**src/rtl/arm_pipe_pkg.sv**
```systemverilog
// Shared constants for the ARM pipeline stage registers: control-bit positions,
// default widths and the occupancy state encoding.
package arm_pipe_pkg;

  localparam int unsigned CTRL_WB_EN    = 0;
  localparam int unsigned CTRL_MEM_R_EN = 1;
  localparam int unsigned CTRL_MEM_W_EN = 2;
  localparam int unsigned CTRL_S        = 3;
  localparam int unsigned CTRL_B        = 4;
  localparam int unsigned CTRL_IMM      = 5;

  localparam int unsigned ARM_CTRL_W    = 8;
  localparam int unsigned ARM_PAYLOAD_W = 160;
  localparam int unsigned ARM_CNT_W     = 16;

  localparam logic [1:0] OCC_EMPTY = 2'd0;
  localparam logic [1:0] OCC_ONE   = 2'd1;
  localparam logic [1:0] OCC_FULL  = 2'd2;

endpackage

```
**src/rtl/arm_pipe_slot.sv**
```systemverilog
// One storage entry of the stage register: valid flag, control vector and payload.
// Clearing drops only the valid flag; the payload keeps its last value.
module arm_pipe_slot
  import arm_pipe_pkg::*;
#(
  parameter int unsigned CTRL_W    = ARM_CTRL_W,
  parameter int unsigned PAYLOAD_W = ARM_PAYLOAD_W
) (
  input  logic                 clk,
  input  logic                 rst_n,
  input  logic                 load_i,
  input  logic                 clr_i,
  input  logic [CTRL_W-1:0]    ctrl_i,
  input  logic [PAYLOAD_W-1:0] data_i,
  output logic                 valid_o,
  output logic [CTRL_W-1:0]    ctrl_o,
  output logic [PAYLOAD_W-1:0] data_o
);

  logic                 valid_q;
  logic [CTRL_W-1:0]    ctrl_q;
  logic [PAYLOAD_W-1:0] data_q;

  always_ff @(posedge clk or negedge rst_n) begin
    if (!rst_n) begin
      valid_q <= 1'b0;
      ctrl_q  <= '0;
      data_q  <= '0;
    end else if (load_i) begin
      valid_q <= 1'b1;
      ctrl_q  <= ctrl_i;
      data_q  <= data_i;
    end else if (clr_i) begin
      valid_q <= 1'b0;
    end
  end

  assign valid_o = valid_q;
  assign ctrl_o  = ctrl_q;
  assign data_o  = data_q;

endmodule

```
**src/rtl/arm_pipe_stage_reg.sv**
```systemverilog
// Elastic inter-stage register with optional two-entry skid buffer, synchronous
// flush and a saturating count of flushes that killed at least one beat.
module arm_pipe_stage_reg
  import arm_pipe_pkg::*;
#(
  parameter int unsigned CTRL_W    = ARM_CTRL_W,
  parameter int unsigned PAYLOAD_W = ARM_PAYLOAD_W,
  parameter int unsigned SKID      = 1,
  parameter int unsigned CNT_W     = ARM_CNT_W
) (
  input  logic                 clk,
  input  logic                 rst_n,
  input  logic                 flush,
  input  logic                 in_valid,
  output logic                 in_ready,
  input  logic [CTRL_W-1:0]    in_ctrl,
  input  logic [PAYLOAD_W-1:0] in_data,
  output logic                 out_valid,
  input  logic                 out_ready,
  output logic [CTRL_W-1:0]    out_ctrl,
  output logic [PAYLOAD_W-1:0] out_data,
  output logic [1:0]           occ,
  output logic [CNT_W-1:0]     flush_cnt
);

  logic [1:0]           occ_q, occ_d;
  logic [CNT_W-1:0]     flush_cnt_q;
  logic                 accept, deliver, kill;
  logic                 head_load, head_clr, head_from_skid;
  logic                 skid_load, skid_clr;
  logic                 head_v, skid_v;
  logic [CTRL_W-1:0]    head_ctrl, skid_ctrl, head_ctrl_d;
  logic [PAYLOAD_W-1:0] head_data, skid_data, head_data_d;

  assign accept  = in_valid & in_ready & ~flush;
  assign deliver = head_v & out_ready;
  assign kill    = flush & ((occ_q != OCC_EMPTY) | in_valid);

  always_comb begin
    occ_d          = occ_q;
    head_load      = 1'b0;
    head_clr       = 1'b0;
    head_from_skid = 1'b0;
    skid_load      = 1'b0;
    skid_clr       = 1'b0;
    if (flush) begin
      occ_d    = OCC_EMPTY;
      head_clr = 1'b1;
      skid_clr = 1'b1;
    end else begin
      case (occ_q)
        OCC_EMPTY: begin
          if (accept) begin
            head_load = 1'b1;
            occ_d     = OCC_ONE;
          end
        end
        OCC_ONE: begin
          // Accept without deliver is only reachable with the skid entry present.
          if (accept && deliver) begin
            head_load = 1'b1;
          end else if (accept) begin
            skid_load = 1'b1;
            occ_d     = OCC_FULL;
          end else if (deliver) begin
            head_clr = 1'b1;
            occ_d    = OCC_EMPTY;
          end
        end
        OCC_FULL: begin
          if (deliver) begin
            head_load      = 1'b1;
            head_from_skid = 1'b1;
            skid_clr       = 1'b1;
            occ_d          = OCC_ONE;
          end
        end
        default: begin
          occ_d    = OCC_EMPTY;
          head_clr = 1'b1;
          skid_clr = 1'b1;
        end
      endcase
    end
  end

  assign head_ctrl_d = head_from_skid ? skid_ctrl : in_ctrl;
  assign head_data_d = head_from_skid ? skid_data : in_data;

  arm_pipe_slot #(
    .CTRL_W    (CTRL_W),
    .PAYLOAD_W (PAYLOAD_W)
  ) u_head (
    .clk     (clk),
    .rst_n   (rst_n),
    .load_i  (head_load),
    .clr_i   (head_clr),
    .ctrl_i  (head_ctrl_d),
    .data_i  (head_data_d),
    .valid_o (head_v),
    .ctrl_o  (head_ctrl),
    .data_o  (head_data)
  );

  generate
    if (SKID != 0) begin : g_skid
      logic in_ready_q;

      arm_pipe_slot #(
        .CTRL_W    (CTRL_W),
        .PAYLOAD_W (PAYLOAD_W)
      ) u_skid (
        .clk     (clk),
        .rst_n   (rst_n),
        .load_i  (skid_load),
        .clr_i   (skid_clr),
        .ctrl_i  (in_ctrl),
        .data_i  (in_data),
        .valid_o (skid_v),
        .ctrl_o  (skid_ctrl),
        .data_o  (skid_data)
      );

      // Registered from the next occupancy so out_ready never reaches in_ready.
      always_ff @(posedge clk or negedge rst_n) begin
        if (!rst_n) in_ready_q <= 1'b0;
        else        in_ready_q <= (occ_d != OCC_FULL);
      end

      assign in_ready = in_ready_q;
    end else begin : g_noskid
      assign skid_v    = 1'b0;
      assign skid_ctrl = '0;
      assign skid_data = '0;
      assign in_ready  = ~head_v | out_ready;
    end
  endgenerate

  always_ff @(posedge clk or negedge rst_n) begin
    if (!rst_n) begin
      occ_q       <= OCC_EMPTY;
      flush_cnt_q <= '0;
    end else begin
      occ_q <= occ_d;
      if (kill && (flush_cnt_q != '1)) flush_cnt_q <= flush_cnt_q + CNT_W'(1);
    end
  end

  assign out_valid = head_v;
  assign out_ctrl  = head_v ? head_ctrl : '0;
  assign out_data  = head_data;
  assign occ       = occ_q;
  assign flush_cnt = flush_cnt_q;

endmodule
```
**config.mk**
```make
export PLATFORM = sky130hd
export DESIGN_NAME = arm_pipe_stage_reg
export DESIGN_NICKNAME = d
export VERILOG_FILES = /design/src/rtl/arm_pipe_pkg.sv /design/src/rtl/arm_pipe_slot.sv /design/src/rtl/arm_pipe_stage_reg.sv
export SDC_FILE = /design/constraint.sdc
export NUM_CORES = 1
export LEC_CHECK = 0
export ABC_AREA = 1
export ABC_CLOCK_PERIOD_IN_PS = 3200
export BUFFER_PORTS_ARGS = -buffer_cell sky130_fd_sc_hd__buf_2
export CAP_MARGIN = 20
export CORE_ASPECT_RATIO = 0.5
export CORE_UTILIZATION = 35
export DETAILED_ROUTE_END_ITERATION = 10
export GPL_TIMING_DRIVEN = 0
export SKIP_LAST_GASP = 1
export SLEW_MARGIN = 20
export SYNTH_ARGS = -nofsm -noshare
export SYNTH_HDL_FRONTEND = slang
export SYNTH_SLANG_ARGS = --single-unit
```
**constraint.sdc**
```tcl
create_clock -name clk -period 3.2 [get_ports clk]
set_input_delay 0.48 -clock clk [delete_from_list [all_inputs] [get_ports clk]]
set_output_delay 0.48 -clock clk [all_outputs]
set_load 0.005 [all_outputs]
```
==> results by group, run 1 <==
Route
  • Final wirelength: around 47,000 um
  • Uppermost layer routed: met5
  • Routed wl met3: 1568 um
  • Routed Antenna Nets: 0
  • Vias per Instance: 4.625
  • M1 WL: 19,670 um
  • # DRC: 4
  • Met2 routed WL: 24,370 um
  • Avg WL per Cell: 15.73 um
  • Iter 0 DRT Violations: between 800 and 900
  • Vias: between 10,000 and 15,000
  • DR pass1 iterations: 9

Timing
  • Worst slew pin tran: 0.9569 ns
  • Tmin final: ~2.1 ns
  • Unrepaired setup endpoints after global routing: no
  • Max Clk Rate: approximately 470 MHz
  • Fin crit share: 66.76%
  • Clk_skew: 0.02586 ns
  • Final setup violation count: 0
  • Pins Over Slew Limit: 0
  • Hold Fails Final Rpt: 0
  • Relative slew slack: 36.21%

Setup path
  • Reg2Reg Setup Slack: 1.06 ns
  • Crit end category: flop
  • R2r endpoint: g_skid.u_skid.data_o[70]
  • Worst Setup SP: u_head.valid_o
  • RR Startpoint: u_head.valid_o
  • WS Path Type: flop to flop
  • R2R cell count: 6
  • Worst EP required: 3.61 ns
  • Worst EP arrival: 2.54 ns
  • Critical path peak fanout: 10
  • Last element of the critical path: g_skid.u_skid.data_o[70]
  • Startpoint types: flop

Finish
  • Fillcell total: 4,429
  • Layout cells sized above 1: 21.60%
  • Synth-to-Final Area Change: 24.44%
  • Final nets: approximately 2,500
  • Post-route cell area: just under 20,000 um2
  • Cell Count, Final, Fillers Out: 3,000
  • Final core utilization: ~45%

Placed design
  • Port bufs: 360
  • Detailed Place HPWL: 34,200 um
  • Final GP Congestion: 0.8531
  • Dpl cells: 2,921
  • Area after DPL: ~18,000 um2

Floorplanning
  • Rows: 54
  • Core area: between 40,000 and 50,000 um2
  • Initial Util: 35.83%
  • Die Y: 152.1 um
  • Die Width: 302.1 um
  • Die area: 45,930 um2
  • # IOs: 361

Synth
  • Sequential fraction of the synthesis area: 56.53%
  • Ys flop type: dfrtp_1
  • Post-Syn Instances: 1,969
  • Yosys reg bits: 356
  • Fraction of registers with async set/reset: 100.0%
  • Post-Syn Area per Cell: 8.004 um2
  • Library cells used by synthesis: 26
  • Post-synth EDFFs: 0
  • Synth warn: 0
  • Post-Synthesis Cell Area: 15,760 um2
  • Mapped Nets: around 2,100

Clock network
  • Clock sink count: 356
  • CTS H-tree depth: 2
  • Reg clk slew, reported paths: 0.06 ns
  • Post-CTS Resized: 0
  • Clock Tree Root: clkbuf_16
  • Clk_lat worst skew: around 0.55 ns
  • Num CTS Buffers: 37
  • CTS tree: done
  • Max clock buf depth: 3

Power and ir drop
  • Peak supply drop: 0.3050 mV
  • Sw Ratio: approximately 30%
  • Internal power: 9.234 mW
  • Psw: about 3.9 mW
  • Clock power share: 32.2%
  • Pwr Density: about 670 nW/um2
  • Leakage: 11.15 nW
  • Combinational share of power: about 20%
  • Pwr Total: roughly 13 mW
  • Seq pwr share: 47.9%

GRT
  • GR Util All Layers: 20.47%
  • Vias in the first global route: between 10,000 and 15,000
  • First-pass GRT wire length: 74,260 um
  • Grt total ovfl: 0
  • Largest net degree at the start of global routing: 83
  • Initial antenna violation count: 16

Worst hold path
  • Worst Hold Class: primary input to flop
  • Hold wc startpoint: flush

Run status
  • Failing checks: design-rule violations
  • Status: complete, but fails checks

Job
  • Max-cap violations: 0
==> worst min path at each step <==
| stage | to | depth (start not counted) |
|---|---|---|
| final | occ[0] | 2 |
| after floorplan | flush_cnt[0] | 0 |
| after detailed placement | u_head.data_o[144] | 2 |
| after global routing | occ[0] | 2 |
| after CTS | occ[0] | 2 |
| after global placement | u_head.data_o[1] | 2 |
==> critical path: stages, from the launching register on <==
cell and delay [ns]:
dfrtp_1 0.34, buf_4 0.19, nand2_4 0.09, nand4_1 0.16, clkbuf_1 0.74, buf_2 0.38, a21oi_1 0.10
==> metrics by stage <==
| step | setup WS [ns] | TNS (ns) | hold slack [ns] |
|---|---|---|---|
| 6_report | 1.064 | 0 | 0.1402 |
| 2_1_floorplan | 1.602 | 0 | 0.1844 |
| 3_3_place_gp | -5.734 | -2023.42 | 0.4505 |
| 5_1_grt | 0.7952 | 0 | 0.1381 |
| 3_5_place_dp | 0.9809 | 0 | 0.4532 |
| 4_1_cts | 0.9974 | 0 | 0.1215 |
==> area by class of cell <==
| cell class | count | area [um2] | area share, % |
|---|---|---|---|
| multi-input cells | 1305 | 5458 | 27.83 |
| well taps | 588 | 735.7 | 3.751 |
| plain buffers | 114 | 665.6 | 3.394 |
| repair buffers | 365 | 1932 | 9.850 |
| diodes | 14 | 35.03 | 0.1786 |
| clock buffers | 49 | 1031 | 5.257 |
| clock inverters | 15 | 118.9 | 0.6061 |
| flip-flops and latches | 356 | 8909 | 45.42 |
| inverters | 194 | 728.2 | 3.713 |
==> power by group through the flow <==
stage	logic (mW)	registers (mW)	clock network, mW
2_1_floorplan	1.41	6.35	0
3_3_place_gp	2.56	6.34	0
3_5_place_dp	2.65	6.37	0
4_1_cts	2.66	6.30	4.33
5_1_grt	3.01	6.44	4.51
6_report	2.62	6.29	4.22
==> placed cells by master, fill, tap and decap left out, drive strengths merged <==
cell type / n
nor3: 2
clkinvlp: 3
o21ai: 205
dfrtp: 356
clkbuf: 67
nand3: 6
a21oi: 155
xnor2: 7
buf: 460
ha: 1
nor2: 174
bufinv: 1
xor2: 1
nand2: 747
clkinv: 10
o211ai: 1
nand4: 6
dlygate4sd3: 1
inv: 195
diode: 14
==> registers in the layout, indices dropped and copies added, names as in the netlist <==
register              flops
u_head.ctrl_o             8
in_ready                  1
g_skid.u_skid.ctrl_o      8
flush_cnt                16
g_skid.u_skid.data_o    160
u_head.valid_o            1
occ                       2
u_head.data_o           160
==> per-layer routing <==
layer	vias to the layer above	track usage, %
li1	6903	-
met4	2	8.273
met1	6648	25.60
met2	233	35.46
met5	-	0
met3	90	2.960
==> kinds of logic (layout without fill, tap and decap cells) <==
kind of cell	count (synthesis)	count (layout)	share of synthesized area [%]
AND/OR/NAND/NOR	935	935	22.55
flip-flops	356	356	56.53
AO/OA/AOI/OAI	361	361	11.55
other	0	14	0
XOR/XNOR	8	8	0.4446
buffers and inverters	308	737	8.844
adder cells (fa/ha/maj)	1	1	0.07938
==> what timing repair did <==
item | in CTS | in global routing
endpoints found under the hold margin | 77 | 0
setup buffers | 0 | 0
hold buffers | 1 | 0
==> Yosys cell counts, types with 3 or more instances <==
| cell type | instances | area share (%) |
|---|---|---|
| o21ai_1 | 105 | 3.3 |
| nand3_1 | 6 | 0.19 |
| inv_1 | 191 | 4.5 |
| xnor2_1 | 7 | 0.39 |
| nand4_1 | 6 | 0.24 |
| buf_2 | 67 | 2.1 |
| nand2_1 | 745 | 18 |
| buf_6 | 19 | 1.4 |
| o21ai_0 | 99 | 3.1 |
| buf_1 | 7 | 0.17 |
| a21oi_1 | 155 | 4.9 |
| dfrtp_1 | 356 | 57 |
| buf_4 | 3 | 0.14 |
| nor2_1 | 172 | 4.1 |
| clkbuf_1 | 18 | 0.43 |
Power figures use the tool's default switching activity.
==> run 2: changes to the inputs <==
Settings changed: ABC_CLOCK_PERIOD_IN_PS 3200 to 2070.
Clock period 3.2 ns to 2.07 ns, I/O delays scaled along.
==> run 2 against run 1 <==
  * The flow still finishes with violations (design-rule violations)
  * Final cell count is 0.13% higher
  * Wire length grew 1.3%
  * Critical path depth grew 3
  * Sequential power up 55%
  * First-iteration DRC count is 1.8% higher
  * Power increased by 55%
  * Clock-buffer cell count stayed put
  * Highest routed layer unchanged
==> results by group, run 2 (synthesized netlist as in run 1, its figures left out) <==
Route
  • # DRC: 8 (+4)
  • Vias per Instance: 4.636 (+0.23%)
  • DR pass1 iterations: 8 (-1)
  • Avg WL per Cell: 15.91 um (+1.2%)
  • Final wirelength: 47,810 um (+1.3%)
  • Routed Antenna Nets: 0 (unchanged)
  • Vias: 13,930 (+0.36%)
  • Iter 0 DRT Violations: 886 (+1.8%)

Finish
  • Final core utilization: 44.74% (+0.15 points)
  • Layout cells sized above 1: 21.91% (+0.31 points)
  • Post-route cell area: 19,680 um2 (+0.34%)
  • Synth-to-Final Area Change: 24.87%
  • Final nets: 2,550 (+0.12%)
  • Commonest non-fill, non-tap cell in the layout: nand2_1
  • Most frequent cells in the layout: nand2_1 (745), buf_2 (426), dfrtp_1 (356)

Floorplanning
  • Die Y: 152.1 um (unchanged)
  • Die Width: 302.1 um (unchanged)
  • Rows: 54 (unchanged)
  • # IOs: 361 (unchanged)
  • Initial Util: 35.83% (unchanged)
  • Core area: 43,980 um2 (unchanged)
  • Die area: 45,930 um2 (unchanged)

Placed design
  • Detailed Place HPWL: 34,200 um (unchanged)
  • Final GP Congestion: 0.8531 (unchanged)
  • Port bufs: 360 (unchanged)
  • Area after DPL: 18,420 um2 (unchanged)

Timing
  • Hold Fails Final Rpt: 0 (unchanged)
  • Relative slew slack: 66.14% (+30 points)
  • Unrepaired setup endpoints after global routing: yes
  • Final setup violation count: 0 (unchanged)
  • Clk_skew: 0.02789 ns (+0.002036 ns)
  • Fin crit share: 93.04% (+26 points)
  • Worst slew pin tran: 0.5079 ns (-0.4490 ns)
  • Max Clk Rate: 519.2 MHz (+11%)
  • Pins Over Slew Limit: 0 (unchanged)
  • Tmin final: 1.926 ns (-0.2102 ns)
  • Setup TNS: 0 ns (unchanged)

Power and ir drop
  • Pwr Total: 20.32 mW (+55%)
  • Leakage: 11.19 nW (+0.38%)
  • Pwr Density: 1033 nW/um2 (+54%)
  • Peak supply drop: 0.4736 mV (+55%)

Clock network
  • Num CTS Buffers: 37 (unchanged)
  • Clock Tree Root: clkbuf_16
  • Clock sink count: 356 (unchanged)
  • Max clock buf depth: 3 (unchanged)
  • Clk_lat worst skew: 0.55 ns (about the same)
  • CTS H-tree depth: 2 (unchanged)
  • CTS tree: done
  • Reg clk slew, reported paths: 0.07 ns (about the same)

Setup path
  • Crit end category: flop
  • Reg2Reg Setup Slack: 0.14 ns (-0.92 ns)
  • Worst EP required: 2.51 ns (-1.10 ns)
  • Worst EP arrival: 2.36 ns (-0.18 ns)
  • R2R cell count: 9 (+3)
  • Critical path peak fanout: 10 (unchanged)
  • WS Path Type: flop to flop
  • Startpoint types: flop

GRT
  • Grt total ovfl: 0 (unchanged)
  • Largest net degree at the start of global routing: 83 (unchanged)
  • First-pass GRT wire length: 74,260 um (about the same)
  • Vias in the first global route: 13,460 (+0.022%)
  • GR Util All Layers: 20.47% (about the same)
  • Initial antenna violation count: 16 (unchanged)

Worst hold path
  • Hold Path Depth: 3 (+1)
  • Worst Hold Class: primary input to flop

Job
  • Max-cap violations: 0 (unchanged)

Run status
  • Failing checks: design-rule violations
  • Status: complete, but fails checks
## run 2: per-stage QoR
stage,hold slack (ns),setup slack [ns],cells
6_report,0.02755,0.1440,3004
5_1_grt,0.009629,-0.006382,3003
4_1_cts,0.007978,0.03689,2987
3_5_place_dp,0.3602,-0.05619,2921
3_3_place_gp,0.4505,-6.695,2917
2_1_floorplan,0.01491,0.4719,1969
## run 2: worst paths after layout
check,from,endpoint
setup reg to reg,u_head.valid_o,u_head.data_o[111]
max in group asynchronous,rst_n,g_skid.u_skid.data_o[22]
hold / removal,in_data[91],g_skid.u_skid.data_o[91]
hold reg to reg,u_head.data_o[159],u_head.data_o[159]
setup / recovery,u_head.valid_o,u_head.data_o[111]
min in group asynchronous,rst_n,u_head.data_o[125]
## run 2: final cells by class
cell class | instances | area (um2)
multi-input combinational | 1305 | 5458
fill | 4424 | 24310
clock inverter | 15 | 118.9
sequential | 356 | 8909
clock buffer | 49 | 1031
timing repair buffer | 368 | 1988
tap | 588 | 735.7
buffer | 114 | 673.1
antenna | 15 | 37.54
inverter | 194 | 728.2
## run 2: critical path, stage by stage (launching register included)
cell     delay [ns]
dfrtp_1        0.37
buf_4          0.19
nand2_4        0.10
nor2_4         0.05
nand2_2        0.08
buf_2          0.32
buf_1          0.41
o21ai_0        0.15
nand2_1        0.10
nand2_1        0.06
## run 2: what timing repair did
action | 4_1_cts | 5_1_grt
hold buffers | 2 | 0
endpoints found under the hold margin | 78 | 0
gates resized for setup | 1 | 10
endpoints found under the setup margin | 100 | 97
buffers inserted | 0 | 0
cloned | 0 | 2
## run 2: report_power, final
group | switching, mW | internal [mW]
clock network | 2.88 | 3.64
logic | 2.37 | 1.70
registers | 0.786 | 8.94
## run 2: per-layer routing
| layer | track usage (%) | up-vias | wire (um) |
|---|---|---|---|
| met5 | 0 | - | 10 |
| met1 | 25.63 | 6683 | 20060 |
| li1 | - | 6916 | - |
| met3 | 2.889 | 92 | 1575 |
| met4 | 8.273 | 2 | 1603 |
| met2 | 35.46 | 233 | 24560 |
==> run 3: changes to the inputs <==
Settings changed: ABC_CLOCK_PERIOD_IN_PS 2070 to 2100, BUFFER_PORTS_ARGS -buffer_cell sky130_fd_sc_hd__buf_2 to not set, DONT_BUFFER_PORTS set to 1.
Clock period 2.07 ns to 2.1 ns, I/O delays scaled along.
==> run 3 against run 2 <==
  * The run ends with design-rule violations, negative hold slack left
  * Register-to-register slack worse by 0.02 ns
  * Cell area is 1.4% lower
  * Flip-flop and latch count stayed put
  * Largest cell class unchanged
  * Global-route usage hardly changed
  * Clock skew is 0.0039 ns lower
  * Clock power hardly changed
  * Largest power group unchanged
  * Final cell count is 7.0% lower
  * Highest routed layer is now met4
  * Non-clock buffer count is 199 lower
  * Utilization is 0.64 points lower
  * Worst setup slack worse by 0.019 ns
==> results by group, run 3 (synthesized netlist as in run 1, its figures left out) <==
Setup path
  • Slowest library cell on the worst path: dfrtp_1
  • Worst EP arrival: 2.36 ns (about the same)
  • Worst-path cell chain: buf_4 > nand2_4 > nand4_1 > buf_2 > clkbuf_1 > a21oi_1
  • R2R cell count: 6 (-3)
  • Critical path peak fanout: 10 (unchanged)
  • Reg2Reg Setup Slack: 0.12 ns (-0.02 ns)
  • Crit end category: flop
  • Worst EP required: 2.49 ns (-0.02 ns)
  • Startpoint types: flop
  • WS Path Type: flop to flop
  • RR Startpoint: u_head.valid_o
  • CP max stage delay: 0.43 ns (+0.02 ns)
  • R2r endpoint: g_skid.u_skid.data_o[14]

Placed design
  • Dpl cells: 2,557 (-12%)
  • Detailed Place HPWL: 31,410 um (-8.2%)
  • Port bufs: 0 (-100%)
  • Final GP Congestion: 0.8680 (+1.7%)

Finish
  • Final core utilization: 44.10% (-0.64 points)
  • Commonest non-fill, non-tap cell in the layout: nand2_1
  • Cell Count, Final, Fillers Out: 2,793 (-7.0%)
  • Synth-to-Final Area Change: 23.07%
  • Layout cells sized above 1: 7.587% (-14 points)
  • Final nets: 2,351 (-7.8%)
  • Most frequent cells in the layout: nand2_1 (745), dfrtp_1 (356), inv_1 (191)

Power and ir drop
  • Pwr Total: 19.45 mW (-4.3%)
  • Combinational share of power: 15.0% (-5.0 points)
  • Leakage: 10.30 nW (-8.0%)
  • Internal power: 13.77 mW (-3.6%)
  • Psw: 5.678 mW (-5.9%)
  • Clock power share: 33.6% (+1.5 points)
  • Sw Ratio: 29.20% (-0.50 points)
  • Pwr Density: 1003 nW/um2 (-2.9%)
  • Seq pwr share: 51.4% (+3.5 points)
  • Peak supply drop: 0.4143 mV (-13%)

Run status
  • Status: complete, but fails checks
  • Failing checks: design-rule violations, negative hold slack

Route
  • Routed Antenna Nets: 0 (unchanged)
  • Avg WL per Cell: 16.74 um (+5.2%)
  • Vias per Instance: 4.786 (+3.2%)
  • DR pass1 iterations: 8 (unchanged)
  • Iter 0 DRT Violations: 1,047 (+18%)
  • # DRC: 4 (-4)
  • Final wirelength: 46,760 um (-2.2%)
  • Vias: 13,370 (-4.0%)

Clock network
  • Number of setup buffers added after CTS: 0 (unchanged)
  • CTS tree: done
  • Hold buffers post-CTS: 169 (+167)
  • Clock sink count: 356 (unchanged)
  • Clock Tree Root: clkbuf_16
  • Reg clk slew, reported paths: 0.06 ns (about the same)
  • Clk_lat worst skew: 0.54 ns (about the same)
  • CTS H-tree depth: 2 (unchanged)
  • Num CTS Buffers: 37 (unchanged)
  • Max clock buf depth: 3 (unchanged)

Floorplanning
  • Initial Util: 35.83% (unchanged)
  • Die area: 45,930 um2 (unchanged)
  • Die Y: 152.1 um (unchanged)
  • Core area: 43,980 um2 (unchanged)
  • Rows: 54 (unchanged)
  • # IOs: 361 (unchanged)
  • Die Width: 302.1 um (unchanged)

GRT
  • GR Util All Layers: 20.45% (about the same)
  • Largest net degree at the start of global routing: 357 (+330%)
  • Grt total ovfl: 0 (unchanged)
  • Initial antenna violation count: 4 (-12)
  • First-pass GRT wire length: 74,460 um (+0.28%)
  • Vias in the first global route: 13,310 (-1.1%)

Timing
  • Fin crit share: 94.07% (+1.0 points)
  • Unrepaired setup endpoints after global routing: no
  • Setup TNS: 0 ns (unchanged)
  • Worst slew pin tran: 1.310 ns (+0.8026 ns)
  • Hold Slack: -0.4948 ns (-0.5223 ns)
  • Relative slew slack: 12.64% (-54 points)
  • Tmin final: 1.975 ns (+0.04944 ns)
  • Hold Fails Final Rpt: 356 (+356)
  • Clk_skew: 0.02399 ns (-0.003899 ns)
  • Pins Over Slew Limit: 0 (unchanged)
  • Final setup violation count: 0 (unchanged)
  • Max Clk Rate: 506.2 MHz (-2.5%)

Worst hold path
  • Worst Hold Class: primary input to async pin

Job
  • Max-cap violations: 0 (unchanged)
run 3: cell types whose count changed in the layout (fill, tap and decap cells not counted), sizes merged, moves of 3 or more:
cell         change
dlygate4sd3    +167
buf            -366
clkbuf           -3
diode           -11
run 3: layout make-up:
class | instances | area [um2]
antenna | 4 | 10.01
buffer | 114 | 683.2
clock buffer | 46 | 1021
tap | 588 | 735.7
multi-input combinational | 1305 | 5458
inverter | 194 | 728.2
sequential | 356 | 8909
fill | 4324 | 24590
clock inverter | 17 | 160.2
timing repair buffer | 169 | 1692
run 3: routing by layer:
metal  routed length, um  vias to the layer above  global-route usage (%)  share of wire [%]
met1               18830                     6410                   24.65                 40
met2               23910                      319                   35.87                 51
met5                   0                        -                       0                  0
met4                2152                        0                   8.802                4.6
li1                    -                     6510                       -                  -
met3                1868                      127                   3.475                4.0
run 3: repair_timing:
item | CTS | global route
setup endpoints to repair | 101 | 73
endpoints found under the hold margin | 627 | 356
resized for setup | 2 | 18
pin swaps | 0 | 1
run 3: per-stage QoR:
step | worst slack [ns] | instance area [um2]
6_report | 0.1246 | 19400
5_1_grt | 0.006778 | 19400
4_1_cts | 0.04593 | 19370
3_5_place_dp | -0.1049 | 16500
3_3_place_gp | -0.04684 | 16500
2_1_floorplan | 0.5019 | 15760
run 3: how the worst max path moves through the flow:
| stage | startpoint | end | slack (ns) | depth (start not counted) |
|---|---|---|---|---|
| final | u_head.valid_o | g_skid.u_skid.data_o[14] | 0.12 | 6 |
| after detailed placement | u_head.valid_o | g_skid.u_skid.data_o[72] | -0.10 | 6 |
| after global routing | u_head.valid_o | u_head.data_o[7] | 0.007 | 10 |
| after CTS | u_head.valid_o | u_head.data_o[86] | 0.05 | 9 |
| after floorplan | flush_cnt[0] | flush_cnt[3] | 0.50 | 9 |
| after global placement | u_head.valid_o | g_skid.u_skid.data_o[67] | -0.05 | 6 |
run 3: power by group through the flow:
stage                     sequential, mW  combinational [mW]  clock, mW
after global routing                10.2                3.45       6.95
final                               9.99                2.91       6.54
after CTS                           10.0                2.92       6.68
after global placement              10.1                2.48          0
after detailed placement            10.1                2.60          0
after floorplan                     9.67                2.14          0
run 3: worst max-delay path: cells and delay by family, from the launching register on:
| kind | cells | cell delay [ns] |
|---|---|---|
| flops | 1 | 0.43 |
| buf+inv | 3 | 0.99 |
| simple gates | 2 | 0.27 |
| compound gates | 1 | 0.15 |
